`config.mk`:
```
export PLATFORM = sky130hd
export DESIGN_NAME = led_matrix_scanner
export DESIGN_NICKNAME = d
export VERILOG_FILES = /design/src/rtl/led_matrix_scanner_pkg.sv /design/src/rtl/led_frame_buffer.sv /design/src/rtl/led_matrix_scanner.sv
export SDC_FILE = /design/constraint.sdc
export NUM_CORES = 1
export LEC_CHECK = 0
export CAP_MARGIN = 20
export CORE_MARGIN = 2
export CORE_UTILIZATION = 50
export CTS_CLUSTER_DIAMETER = 80
export DETAILED_ROUTE_END_ITERATION = 10
export PLACE_DENSITY = 0.74
export SETUP_SLACK_MARGIN = 0.02
export SYNTH_ARGS = -nofsm -noshare
export SYNTH_HDL_FRONTEND = slang
export SYNTH_SLANG_ARGS = --single-unit
```
`constraint.sdc`:
```
create_clock -name clk -period 3.2 [get_ports clk]
set_input_delay 0.64 -clock clk [delete_from_list [all_inputs] [get_ports clk]]
set_output_delay 0.64 -clock clk [all_outputs]
set_load 0.03 [all_outputs]
```
`src/rtl/led_matrix_scanner_pkg.sv`:
```
// Shared definitions for the LED matrix scanner and the logic that produces its images.
// A pixel's bit position in a frame is given by pix_idx().
package led_matrix_scanner_pkg;

    localparam int MATRIX_ROWS = 6;
    localparam int MATRIX_COLS = 6;

    typedef enum logic {
        ST_BLANK = 1'b0,
        ST_DRIVE = 1'b1
    } scan_state_t;

    function automatic int pix_idx(input int r, input int c, input int cols = MATRIX_COLS);
        return r * cols + c;
    endfunction

endpackage

```
`src/rtl/led_frame_buffer.sv`:
```
// Double-buffered frame store. The handshake fills the shadow buffer, and the
// display buffer is updated only when the scan wraps, so an image never tears.
module led_frame_buffer #(
    parameter int PIXELS = 36
) (
    input  logic              clk,
    input  logic              rst_n,
    input  logic [PIXELS-1:0] img_in,
    input  logic              img_valid,
    output logic              img_ready,
    input  logic              wrap,
    output logic [PIXELS-1:0] display
);

    logic [PIXELS-1:0] shadow;
    logic              pending;

    assign img_ready = !pending;

    // NOTE: both image buffers are reset on purpose, so a reset blanks the panel and drops any queued frame.
    always_ff @(posedge clk or negedge rst_n) begin
        if (!rst_n) begin
            shadow  <= '0;
            display <= '0;
            pending <= 1'b0;
        end else if (img_valid && img_ready) begin
            shadow  <= img_in;
            pending <= 1'b1;
        end else if (wrap && pending) begin
            display <= shadow;
            pending <= 1'b0;
        end
    end

endmodule

```
`src/rtl/led_matrix_scanner.sv`:
```
// Row-multiplexed scan of the LED matrix. Each row is blanked first and then
// driven for a fixed dwell; row and col are registered straight off the scan FSM.
module led_matrix_scanner
    import led_matrix_scanner_pkg::*;
#(
    parameter int ROWS         = MATRIX_ROWS,
    parameter int COLS         = MATRIX_COLS,
    parameter int DWELL_CYCLES = 2000,
    parameter int BLANK_CYCLES = 16
) (
    input  logic                 clk,
    input  logic                 rst_n,
    input  logic [ROWS*COLS-1:0] img_in,
    input  logic                 img_valid,
    output logic                 img_ready,
    output logic                 frame_start,
    output logic [ROWS-1:0]      row,
    output logic [COLS-1:0]      col
);

    localparam int MAX_CYCLES = (DWELL_CYCLES > BLANK_CYCLES) ? DWELL_CYCLES : BLANK_CYCLES;
    localparam int CW = (MAX_CYCLES > 1) ? $clog2(MAX_CYCLES) : 1;
    localparam int RW = (ROWS > 1) ? $clog2(ROWS) : 1;
    localparam int PW = (ROWS * COLS > 1) ? $clog2(ROWS * COLS) : 1;
    localparam logic [CW-1:0] BLANK_LAST = CW'(BLANK_CYCLES - 1);
    localparam logic [CW-1:0] DWELL_LAST = CW'(DWELL_CYCLES - 1);
    localparam logic [RW-1:0] ROW_LAST   = RW'(ROWS - 1);

    scan_state_t          state, state_nxt;
    logic [CW-1:0]        counter, counter_nxt;
    logic [RW-1:0]        row_idx, row_idx_nxt;
    logic [ROWS-1:0]      row_nxt;
    logic [COLS-1:0]      col_nxt;
    logic                 frame_start_nxt;
    logic                 wrap;
    logic [ROWS*COLS-1:0] display;

    led_frame_buffer #(
        .PIXELS (ROWS * COLS)
    ) u_frame_buffer (
        .clk       (clk),
        .rst_n     (rst_n),
        .img_in    (img_in),
        .img_valid (img_valid),
        .img_ready (img_ready),
        .wrap      (wrap),
        .display   (display)
    );

    // NOTE: every signal gets a default before the case, so no path leaves one unassigned and no latch is inferred.
    always_comb begin
        state_nxt       = state;
        counter_nxt     = counter + 1'b1;
        row_idx_nxt     = row_idx;
        row_nxt         = row;
        col_nxt         = col;
        frame_start_nxt = 1'b0;
        wrap            = 1'b0;
        case (state)
            ST_BLANK: begin
                if (counter == BLANK_LAST) begin
                    state_nxt       = ST_DRIVE;
                    counter_nxt     = '0;
                    row_nxt         = ROWS'(1) << row_idx;
                    frame_start_nxt = (row_idx == '0);
                    for (int c = 0; c < COLS; c++) begin
                        col_nxt[c] = ~display[PW'(pix_idx(int'(row_idx), c, COLS))];
                    end
                end
            end
            ST_DRIVE: begin
                if (counter == DWELL_LAST) begin
                    state_nxt   = ST_BLANK;
                    counter_nxt = '0;
                    row_nxt     = '0;
                    col_nxt     = '1;
                    // The last row's exit is the frame boundary where a pending image is swapped in.
                    if (row_idx == ROW_LAST) begin
                        row_idx_nxt = '0;
                        wrap        = 1'b1;
                    end else begin
                        row_idx_nxt = row_idx + 1'b1;
                    end
                end
            end
            default: state_nxt = ST_BLANK;
        endcase
    end

    // NOTE: state registers use non-blocking assignments, so every flop samples values from before the edge.
    always_ff @(posedge clk or negedge rst_n) begin
        if (!rst_n) begin
            state       <= ST_BLANK;
            counter     <= '0;
            row_idx     <= '0;
            row         <= '0;
            col         <= '1;
            frame_start <= 1'b0;
        end else begin
            state       <= state_nxt;
            counter     <= counter_nxt;
            row_idx     <= row_idx_nxt;
            row         <= row_nxt;
            col         <= col_nxt;
            frame_start <= frame_start_nxt;
        end
    end

endmodule

```
Word-level counts from Yosys, hierarchy flattened. Cells that the tools add are included. W data, S select, Z words.

Bits in registers: 101. Input bits: 39. Output and inout port bits: 14. Word-level logic and storage cells: 83.

Add/subtract/negate cells: 7. $mul: 1. Order comparisons: 6. Equality and inequality tests: 5. Shift-type cells: 1. Muxes and demuxes: 38. Bitwise gates (word level): 8. Reduce and logical (&&, ||, !) cells: 8.

Operators by type and width (number): $lt A6 B8 Y1 const B (6); $bmux W1 S6 (5); $mux W6 (4); $pmux W6 S2 (2); $mux W11 (2); $pmux W11 S2 (1); $mux W1 (21); $add A6 B3 Y6 const B (3); $add A11 B1 Y11 const B (1); $eq A11 B11 Y1 const B (1); $eq A11 B4 Y1 const B (1); $not A1 Y1 (8); $add A6 B2 Y6 const B (1); $add A6 B4 Y6 const B (1); $reduce_and A2 Y1 (3); $shl A1 B3 Y6 const A (1); $bmux W1 S5 (1); $mul A3 B2 Y5 const B (1); $add A3 B1 Y3 const B (1); $eq A3 B3 Y1 const B (1); $logic_not A3 Y1 (1); $mux W3 (1); $logic_and A1 B1 Y1 (2); $ne A2 B1 Y1 const B (1); 4 further kinds (4).

Longest topological paths before layout.
Depth after elaboration: 8. Gate-level depth with buffers: 12. Mapped depth without buffers: 8.

Cells and area by module. A second synthesis with hierarchy kept.

Cells, all modules: 385. Area, all modules: 5271.3 um^2.

By module, submodules not included: led_frame_buffer (instances 1, cells an instance 156, area an instance 2886.5 um^2, seq. area each 1826.8 um^2); led_matrix_scanner (instances 1, cells an instance 229, area an instance 2384.8 um^2, seq. area each 708.2 um^2).

Worst setup path before layout. Ideal clock, no wire load.

Kind: register -> register. Start: reg row_idx[0]. End: reg col[0]. Data arrival time: 3217 ps. Slack: -94 ps. Cell stages (with the launch flop): 12. Cell sequence: dfrtp_1 -> buf_2 -> buf_2 -> buf_2 -> inv_1 -> ha_1 -> clkbuf_1 -> mux4_2 -> mux2_2 -> a21oi_1 -> o21ai_0 -> a31oi_1.

Cells in the longest elaborated chain, start to end: 7.

RTL lines: from (decl) (line led_matrix_scanner.sv:31) `logic [RW-1:0] row_idx, row_idx_nxt;`; from (signal assigned) (line led_matrix_scanner.sv:102) `row_idx <= row_idx_nxt;`; $mul A3 B2 Y5 (line led_matrix_scanner_pkg.sv:14) `return r * cols + c;`; $bmux W1 S5 (line led_matrix_scanner.sv:67) `col_nxt[c] = ~display[PW'(pix_idx(int'(row_idx), c, COLS))];`; $mux W1 (implied by the code) (2 in series) (line led_matrix_scanner.sv:67); $not A1 Y1 (line led_matrix_scanner.sv:67); $mux W6 (line led_matrix_scanner.sv:61) `if (counter == BLANK_LAST) begin`; $pmux W6 S2 (line led_matrix_scanner.sv:59) `case (state)`; to (signal assigned) (line led_matrix_scanner.sv:104) `col <= col_nxt;`; to (decl) (line led_matrix_scanner.sv:18) `output logic [COLS-1:0] col`.

No other way between the ends. The select of a mux whose other input is x is not followed. A chain may end at the register's enable or synchronous reset.

Worst setup path after layout.
Start: reg row_idx[1]. End: reg col[3].

Cells in the longest elaborated chain, start to end: 8.

RTL lines (line): $mul A3 B2 Y5 (led_matrix_scanner_pkg.sv:14); $add A6 B3 Y6 (led_matrix_scanner_pkg.sv:14); $bmux W1 S6 (led_matrix_scanner.sv:67); $mux W1 (implied by the code) (2 in series) (led_matrix_scanner.sv:67); $not A1 Y1 (led_matrix_scanner.sv:67); $mux W6 (led_matrix_scanner.sv:61); $pmux W6 S2 (led_matrix_scanner.sv:59).

No other way between the ends. The select of a mux whose other input is x is not followed.

==> metrics.txt <==
Die ar. 0.0108 mm2; # rows 36; Async SR Flop Fraction 100%; fillers 817; Placer Congestion 0.908; Distinct cells, synth 37; clock sink total 101; Final setup viols 0; Power Internal 1.73 mW; Cells after Synth 365; pin count of the biggest net entering global routing 56; chip width 104 um; end of the critical path col[3]; CP required 3.51 ns; CP Class flop to flop; vias in the first global route 3246; port bufs 52; period utilization 89.5%; Worst R2R Start row_idx[1]; Hold Crit Class input port to async pin; Max Freq 0.349 GHz; Final #Nets 470; dpl cells 542; Post-synth EDFFs 0; Worst-Skew Late Latency 0.38 ns; H-tree depth 3; drt total wl 9110 um; Final Skew 0.0150 ns; synth top area cells dfrtp_1 48%, mux2_2 16%, mux4_2 11%; Clk network pwr share 34.7%; PostCTS Resize Cnt 0; GRT Total Usage 18.4%; CTS tree yes; Synth Area per Inst 13.7 um2; DR WL/cell 16.3 um; Post-Syn Area 0.00500 mm2; largest family of logic cells by synthesized area multiplexers; Die Y 104 um; critical-path cell list ha_1, fa_1, ha_1, nand2_1, xor2_1, or4b_2, a21oi_1, nor3_1; cell taking the most area after synthesis dfrtp_1; CP max-delay cell fa_1; Yosys reg bits 101; I/O pin cnt 53; min Tclk post-route 2.86 ns; Clock transition at path regs 0.10 ns; via count 3083; unrepaired setup endpoints after global routing false; Setup crit start kind flop; Area Growth Syn to Fin 17.3%; Final Slew Violations 0; remaining global-route overflow 0; DRC 0; first-pass GRT wire length 15800 um; CP startpoint row_idx[1]; Core ar. 0.00973 mm2; Compound-Gate Fraction of Synth Area 4.23%; Comb power frac 5.4%; net switching power 0.538 mW; synth warn 0; first drt pass iteration count 4; hold buffer count at cts 0; simple-gate area share of the yosys netlist 6.65%; Starting Density 51.4%; post-synthesis sequential area ratio 50.7%; R2R Setup Slk 0.34 ns; worst vdd ir 279 uV; Detail Placement HPWL 6650 um; multiplexer share of the synthesized area 29.7%; Synth Area in Adders 2.90%; Clock Tree Root clkbuf_8; post-synth net total 415; final-report hold violation count 0; Clock Path Buffers 2; ys flop type dfrtp_1; non-filler instance count after layout 558; PwrDens 386 mW/mm2; Antenna diodes 0; layout cells sized above 1 30.8%; antenna violations before repair 0; leakage 2.55 nW; setup TNS 0 ns; CP most frequent cell ha_1; crit-path max cell delay 0.66 ns; status complete, no violations; DR iter-0 viols 119; maxcap violations 0; Slew HR 56.5%; crit path max fanout 7; Sw Share 23.7%; via/cell ratio 5.53; cells on worst reg2reg path 8; Crit. End Element flop; post-synth top area share 47.5%; Flop pwr share 59.9%; Least-Margin Pin Slew 0.648 ns; Inserted Clock Buffers 9; XOR/XNOR share of the synthesized area 3.50%; Post-CTS Setup Inserts 0; remaining antenna violation count after routing 0; data arrival time of the worst path 3.18 ns; R2R Path End col[3]
routing by layer:
metal	part of all wire [%]	GRT usage [%]	vias up
li1	-	-	1441
met1	45	24.4	1567
met2	49	29.9	64
met3	4.6	4.70	11
met4	1.4	5.98	0
met5	0	0	-
worst min-delay path by stage:
stage                     from                         to  cells after the start
finish                   rst_n                 counter[2]                      1
global route             rst_n                     row[0]                      1
CTS                      rst_n  u_frame_buffer.display[2]                      1
detailed placement  counter[0]                 counter[0]                      1
global placement    counter[0]                 counter[0]                      1
floorplan                rst_n                 counter[0]                      0
cells in the mapped netlist, types with 2 or more instances:
| library cell | instances |
|---|---|
| dfrtp_1 | 95 |
| mux2_2 | 70 |
| nor2_1 | 25 |
| mux4_2 | 24 |
| nand2_1 | 14 |
| xor2_1 | 11 |
| ha_1 | 10 |
| mux2i_1 | 10 |
| o21ai_0 | 10 |
| a31oi_1 | 9 |
| clkbuf_1 | 9 |
| nand3_1 | 9 |
| xnor2_1 | 9 |
| a21oi_1 | 6 |
| a22o_1 | 6 |
| dfstp_2 | 6 |
| inv_1 | 5 |
| mux2_1 | 5 |
| buf_6 | 4 |
| and2_1 | 3 |
| buf_2 | 3 |
| nand4_1 | 3 |
| or3_1 | 3 |
| a21o_1 | 2 |
| or2_2 | 2 |
per-stage QoR:
step | util (%) | power, mW | hold WS (ns) | worst slack [ns] | instance area [um2]
after floorplan | - | 1.42 | 0.344 | 0.0302 | 5000
after detailed placement | 58.3 | 1.51 | 0.460 | 0.359 | 5680
after global routing | 60.3 | 2.37 | 0.310 | 0.150 | 5870
final | 60.3 | 2.27 | 0.272 | 0.336 | 5870
after CTS | 60.3 | 2.30 | 0.276 | 0.340 | 5870
after global placement | 58.3 | 1.50 | 0.447 | 0.407 | 5680
cells by family after synthesis:
group	count (synthesis)
buf+inv	22
xor+xnor	20
flops	101
compound gates	34
mux	109
fa+ha+maj	11
simple gates	68
critical path, delay by kind of cell (launching register included):
| kind | cells | cell delay [ns] |
|---|---|---|
| flip-flops | 1 | 0.48 |
| AO/OA/AOI/OAI | 1 | 0.16 |
| XOR/XNOR | 1 | 0.22 |
| AND/OR/NAND/NOR | 3 | 0.79 |
| adder cells (fa/ha/maj) | 3 | 1.17 |
state kept, by name (all words and copies together), names as in the netlist:
| signal | flops |
|---|---|
| col | 6 |
| row | 6 |
| counter | 11 |
| state | 1 |
| frame_start | 1 |
| u_frame_buffer.pending | 1 |
| u_frame_buffer.display | 36 |
| row_idx | 3 |
| u_frame_buffer.shadow | 36 |
final cells by class:
| cell class | instances | area, um2 | area share, % |
|---|---|---|---|
| clock inverter | 6 | 55.1 | 0.938 |
| timing repair buffer | 61 | 598 | 10.2 |
| sequential | 101 | 2530 | 43.2 |
| multi-input combinational | 242 | 2360 | 40.2 |
| inverter | 5 | 18.8 | 0.320 |
| tap | 133 | 166 | 2.84 |
| clock buffer | 10 | 138 | 2.35 |
layout by cell type, fill, tap and decap left out, types with 9 or more instances in the layout:
cell type / instances
ha_1: 10
o21ai_0: 10
xor2_1: 11
buf_4: 9
nor2_1: 25
nand3_1: 9
a31oi_1: 9
nand2_1: 14
mux2i_1: 10
dfrtp_1: 95
clkbuf_8: 10
mux4_2: 24
xnor2_1: 9
clkdlybuf4s50_1: 51
mux2_2: 70
power by group through the flow:
stage,sequential (mW),combinational [mW],clock (mW)
6_report,1.36,0.122,0.786
2_1_floorplan,1.37,0.0463,0
5_1_grt,1.36,0.136,0.866
3_3_place_gp,1.38,0.120,0
3_5_place_dp,1.38,0.126,0
4_1_cts,1.36,0.126,0.811
(Power assumes the default switching activity.)
